==> config.mk <==
export PLATFORM = sky130hd
export DESIGN_NAME = pep_mainsubs_side_join
export DESIGN_NICKNAME = d
export VERILOG_FILES = /design/src/rtl/pep_mainsubs_side_join.sv
export SDC_FILE = /design/constraint.sdc
export NUM_CORES = 1
export LEC_CHECK = 0
export ABC_AREA = 0
export ABC_CLOCK_PERIOD_IN_PS = 3650
export CAP_MARGIN = 20
export CORE_MARGIN = 2
export CORE_UTILIZATION = 40
export CTS_CLUSTER_SIZE = 10
export DETAILED_ROUTE_END_ITERATION = 8
export GPL_TIMING_DRIVEN = 1
export PLACE_DENSITY = 0.7
export SLEW_MARGIN = 40
export SYNTH_ARGS = -nofsm -noshare
export SYNTH_HDL_FRONTEND = slang
export SYNTH_SLANG_ARGS = --single-unit
==> constraint.sdc <==
create_clock -name clk -period 3.65 [get_ports clk]
set_input_delay 0.5475 -clock clk [delete_from_list [all_inputs] [get_ports clk]]
set_output_delay 0.5475 -clock clk [all_outputs]
set_load 0.005 [all_outputs]
==> src/rtl/pep_mainsubs_side_join.sv <==
// pep_mainsubs_side_join
//   Main-side endpoint of the pe_pbs main <-> subs side channel.
//   Collects per-subs event pulses (ack/done), counts the outstanding ones
//   per subs and per event type, and emits one joined pulse to main once
//   every subs partition has reported that event. Also replicates the
//   main-side proc word to every subs through a register pipeline.
//
// Ports
//   clk        : clock
//   a_rst      : asynchronous active-high reset
//   subs_evt   : single-cycle event pulses, subs s / event e at bit s*EVT_NB+e
//   main_evt   : registered joined event pulses to main
//   main_bcast : proc word from main (level)
//   subs_bcast : replicated proc word, slice s for subs s
//   cnt_clr    : synchronous clear of counters and error flags
//   pending    : bit e set while any subs still holds an unjoined event e
//   error      : sticky per-event counter overflow flag
module pep_mainsubs_side_join #(
  parameter int unsigned SUBS_NB         = 2,
  parameter int unsigned EVT_NB          = 3,
  parameter int unsigned CNT_W           = 4,
  parameter int unsigned IN_PIPE         = 1,
  parameter int unsigned OUT_PIPE        = 1,
  parameter int unsigned MAINSUBS_PROC_W = 25,
  parameter int unsigned BCAST_W         = MAINSUBS_PROC_W
) (
  input  logic                       clk,
  input  logic                       a_rst,
  input  logic [SUBS_NB*EVT_NB-1:0]  subs_evt,
  output logic [EVT_NB-1:0]          main_evt,
  input  logic [BCAST_W-1:0]         main_bcast,
  output logic [SUBS_NB*BCAST_W-1:0] subs_bcast,
  input  logic                       cnt_clr,
  output logic [EVT_NB-1:0]          pending,
  output logic [EVT_NB-1:0]          error
);

  localparam int unsigned    EW      = SUBS_NB * EVT_NB;
  localparam logic [CNT_W-1:0] CNT_MAX = '1;
  localparam logic [CNT_W-1:0] CNT_ONE = CNT_W'(1);

  // ---------------------------------------------------------------------------
  // Input stage
  // ---------------------------------------------------------------------------
  logic [EW-1:0] evt_stg;

  generate
    if (IN_PIPE == 0) begin : g_in_comb
      assign evt_stg = subs_evt;
    end else begin : g_in_pipe
      logic [EW-1:0] in_pipe [IN_PIPE];

      always_ff @(posedge clk or posedge a_rst) begin
        if (a_rst) begin
          for (int unsigned i = 0; i < IN_PIPE; i++) in_pipe[i] <= '0;
        end else begin
          in_pipe[0] <= subs_evt;
          for (int unsigned i = 1; i < IN_PIPE; i++) in_pipe[i] <= in_pipe[i-1];
        end
      end

      assign evt_stg = in_pipe[IN_PIPE-1];
    end
  endgenerate

  // ---------------------------------------------------------------------------
  // Join counters
  // ---------------------------------------------------------------------------
  logic [CNT_W-1:0]  cnt_q [EW];
  logic [CNT_W-1:0]  cnt_d [EW];
  logic [EVT_NB-1:0] fire;
  logic [EVT_NB-1:0] ovf;

  always_comb begin
    fire = '0;
    ovf  = '0;

    // An event fires when every subs has either a stored count or a pulse
    // arriving right now; a clear suppresses the join for that cycle.
    for (int unsigned e = 0; e < EVT_NB; e++) begin
      fire[e] = !cnt_clr;
      for (int unsigned s = 0; s < SUBS_NB; s++) begin
        if ((cnt_q[s*EVT_NB+e] == '0) && !evt_stg[s*EVT_NB+e]) fire[e] = 1'b0;
      end
    end

    for (int unsigned s = 0; s < SUBS_NB; s++) begin
      for (int unsigned e = 0; e < EVT_NB; e++) begin
        cnt_d[s*EVT_NB+e] = cnt_q[s*EVT_NB+e];
        if (cnt_clr) begin
          cnt_d[s*EVT_NB+e] = '0;
        end else if (fire[e]) begin
          // A pulse arriving while firing is consumed in place.
          if (!evt_stg[s*EVT_NB+e]) cnt_d[s*EVT_NB+e] = cnt_q[s*EVT_NB+e] - CNT_ONE;
        end else if (evt_stg[s*EVT_NB+e]) begin
          if (cnt_q[s*EVT_NB+e] == CNT_MAX) ovf[e] = 1'b1;
          else cnt_d[s*EVT_NB+e] = cnt_q[s*EVT_NB+e] + CNT_ONE;
        end
      end
    end
  end

  always_ff @(posedge clk or posedge a_rst) begin
    if (a_rst) begin
      for (int unsigned i = 0; i < EW; i++) cnt_q[i] <= '0;
      main_evt <= '0;
      error    <= '0;
    end else begin
      for (int unsigned i = 0; i < EW; i++) cnt_q[i] <= cnt_d[i];
      main_evt <= fire;
      error    <= cnt_clr ? '0 : (error | ovf);
    end
  end

  always_comb begin
    pending = '0;
    for (int unsigned s = 0; s < SUBS_NB; s++) begin
      for (int unsigned e = 0; e < EVT_NB; e++) begin
        if (cnt_q[s*EVT_NB+e] != '0) pending[e] = 1'b1;
      end
    end
  end

  // ---------------------------------------------------------------------------
  // Broadcast path
  // ---------------------------------------------------------------------------
  logic [BCAST_W-1:0] bcast;

  generate
    if (OUT_PIPE == 0) begin : g_bc_comb
      assign bcast = main_bcast;
    end else begin : g_bc_pipe
      logic [BCAST_W-1:0] bc_pipe [OUT_PIPE];

      always_ff @(posedge clk or posedge a_rst) begin
        if (a_rst) begin
          for (int unsigned i = 0; i < OUT_PIPE; i++) bc_pipe[i] <= '0;
        end else begin
          bc_pipe[0] <= main_bcast;
          for (int unsigned i = 1; i < OUT_PIPE; i++) bc_pipe[i] <= bc_pipe[i-1];
        end
      end

      assign bcast = bc_pipe[OUT_PIPE-1];
    end
  endgenerate

  assign subs_bcast = {SUBS_NB{bcast}};

endmodule

==> metrics <==
Worst-Margin Slew 0.584 ns; Combinational Power Share 0.365; Vias 2282; synth unique cells 33; DRC 0; Die Area 8310 µm²; starting DRC count in detailed routing 82; Worst Setup Path Type reg -> reg; Final setup violation count 0; clock power share 0.270; number of max-cap violations 0; Leak 0.00182 µW; FP Rows 31; gpl congestion 0.842; pins over their slew limit 0; # H-tree levels 3; Core Area 7290 µm²; worst-case clock buffer depth 2; top cells by area, synth dfrtp_1 50%, buf_4 6.2%, ha_1 4.9%, fa_1 4.0%, mux2_1 3.0%; Clock Tree Root clkbuf_8; Yosys warnings 0; Power Density 655 nW/µm²; top-count cell post-synth dfrtp_1; crit path max fanout 7; number of setup buffers added after CTS 0; later-pin clock latency in the skew report 0.33 ns; WP data required 3.88 ns; CP arrival 3.01 ns; vias in the first global route 2228; setup_tns 0 ns; clk sink count 61; clock-pin slew on the worst setup and hold paths 0.07 ns; fin nets 395; CP Launch Type register; Peak VDD IR 0.264 mV; die width 91.2 µm; run status finished clean; clk_skew 0.00456 ns; ys async rst share 1.00; Mean Syn Cell Area 11.5 µm²; Antenna Nets Post-Route 0; Num CTS Buffers 9; cts hold-fix bufs 0; io pins 93; Hold Path Class reg -> reg; Initial Util 0.417; first-pass GRT wire length 11100 µm; Area growth syn-to-layout 36.9%; Detailed Route WL 6510 µm; top_reg_cell synth dfrtp_1; CTS tree yes; GRT Util Overall 0.168; number of synthesized flops with an enable pin 0; sequential share of power 0.365; I/O Buffers 92; Slew HR 0.611; Synth area leader dfrtp_1; post-route minimum period 2.78 ns; Crit. End Element register; TritonRoute pass-1 iters 4; routed length per instance 14.6 µm; dpl hpwl 4860 µm; CTS resizes 0; die height 91.2 µm; share of cells above drive strength 1 0.103; initial antenna violation count 0; antenna cells 0; total power 2720 µW; Final Hold Viols 0; largest net degree at the start of global routing 49; cell internal pwr 1820 µW; routed vias/inst 5.11; Synth Net Count 317; f_max 359 MHz; Synth top area share 0.502; Net Sw Frac 0.333; Yosys reg bits 61; grt ovf 0; RSZ-0062 raised after global routing false; Final Cycle Share 0.762; synthesized area 3040 µm²; Net Sw Power 906 µW; Syn Inst Count 265; Synth top cells by count 61 x dfrtp_1, 25 x buf_4, 23 x inv_1; Seq/Total Area, Yosys 0.502
==> logic make-up (layout without fill, tap and decap cells) <==
logic type,after synthesis,count (layout),synth area share
compound gates,43,43,0.110
xor+xnor,12,12,0.0346
fa+ha+maj,18,18,0.0889
flops,61,61,0.502
buf+inv,52,135,0.0951
mux,12,12,0.0453
simple gates,67,67,0.124
==> cells in the final DEF (no fill, tap or decap), types with 3 or more instances in the layout <==
cell and instances:
nor4_1 9, o22ai_1 3, nand4b_1 3, a311o_2 3, o21ai_1 4, bufinv_16 3, nand3_1 11, dfrtp_1 61
o211ai_1 5, or4_4 6, and4_1 3, xor2_1 3, fa_1 6, a21o_1 6, nor2_1 16, o21ai_0 6
nand2_1 13, nand4_1 6, ha_1 12, a21oi_1 9, xnor2_1 9, clkdlybuf4s50_1 92, buf_4 4, clkbuf_8 10
mux2_1 8, inv_1 22
==> final cells by class <==
cell class              count  area, µm²
clock inverters             6        110
fillers                   633       3130
inverters                  23       88.8
flip-flops and latches     61       1530
multi-input cells         152       1220
repair buffers             96        951
well taps                  99        124
clock buffers              10        138
==> sequential cells by signal, summed over array words and instances (netlist names) <==
signal	count
main_evt	3
error	3
cnt_q	24
evt_stg	6
bcast	25
==> worst max-delay path: stages (launching register included) <==
cell and delay (ns):
dfrtp_1 0.47, or4_4 0.60, o221ai_4 0.25, inv_1 0.20, ha_1 0.32, a21o_1 0.17, a21oi_1 0.16, xor2_1 0.21
o22ai_1 0.10, a31o_1 0.19
==> metal layers <==
| layer | vias up | track usage | part of all wire |
|---|---|---|---|
| met5 | - | 0 | 0 |
| met4 | 0 | 0.0694 | 0.016 |
| met3 | 13 | 0.0448 | 0.061 |
| met2 | 104 | 0.254 | 0.46 |
| met1 | 1092 | 0.231 | 0.46 |
| li1 | 1073 | - | - |
==> power by group through the flow <==
stage                     Sequential (µW)  Combinational (µW)  Clock [µW]
after floorplan                       960                 731           0
after global placement                993                 962           0
after detailed placement             1000                 994           0
after CTS                             990                1000         756
after global routing                 1020                1120         788
final                                 993                 995         736
==> through the flow <==
stage | hold slack, ns | cell area, µm² | instances | util | setup WS (ns)
global placement | 0.507 | 3910 | 431 | 0.536 | 0.653
floorplan | 0.486 | 3040 | 265 | - | 1.09
finish | 0.511 | 4160 | 447 | 0.571 | 0.867
CTS | 0.520 | 4160 | 447 | 0.571 | 0.865
global route | 0.557 | 4160 | 447 | 0.571 | 0.702
detailed placement | 0.502 | 3910 | 431 | 0.537 | 0.587
==> path summary, 6_finish.rpt <==
check / start / endpoint / slack, ns / cells after the start
worst max register to register: cnt_q[4] / cnt_q[19] / 0.87 / 9
min in group asynchronous: a_rst / main_evt[0] / 0.64 / 2
max in group asynchronous: a_rst / bcast[17] / 2.41 / 3
worst max-delay path: cnt_q[4] / cnt_q[19] / 0.87 / 9
worst min register to register: error[0] / error[0] / 0.51 / 2
worst min-delay path: error[0] / error[0] / 0.51 / 2
Power figures use the tool's default switching activity.
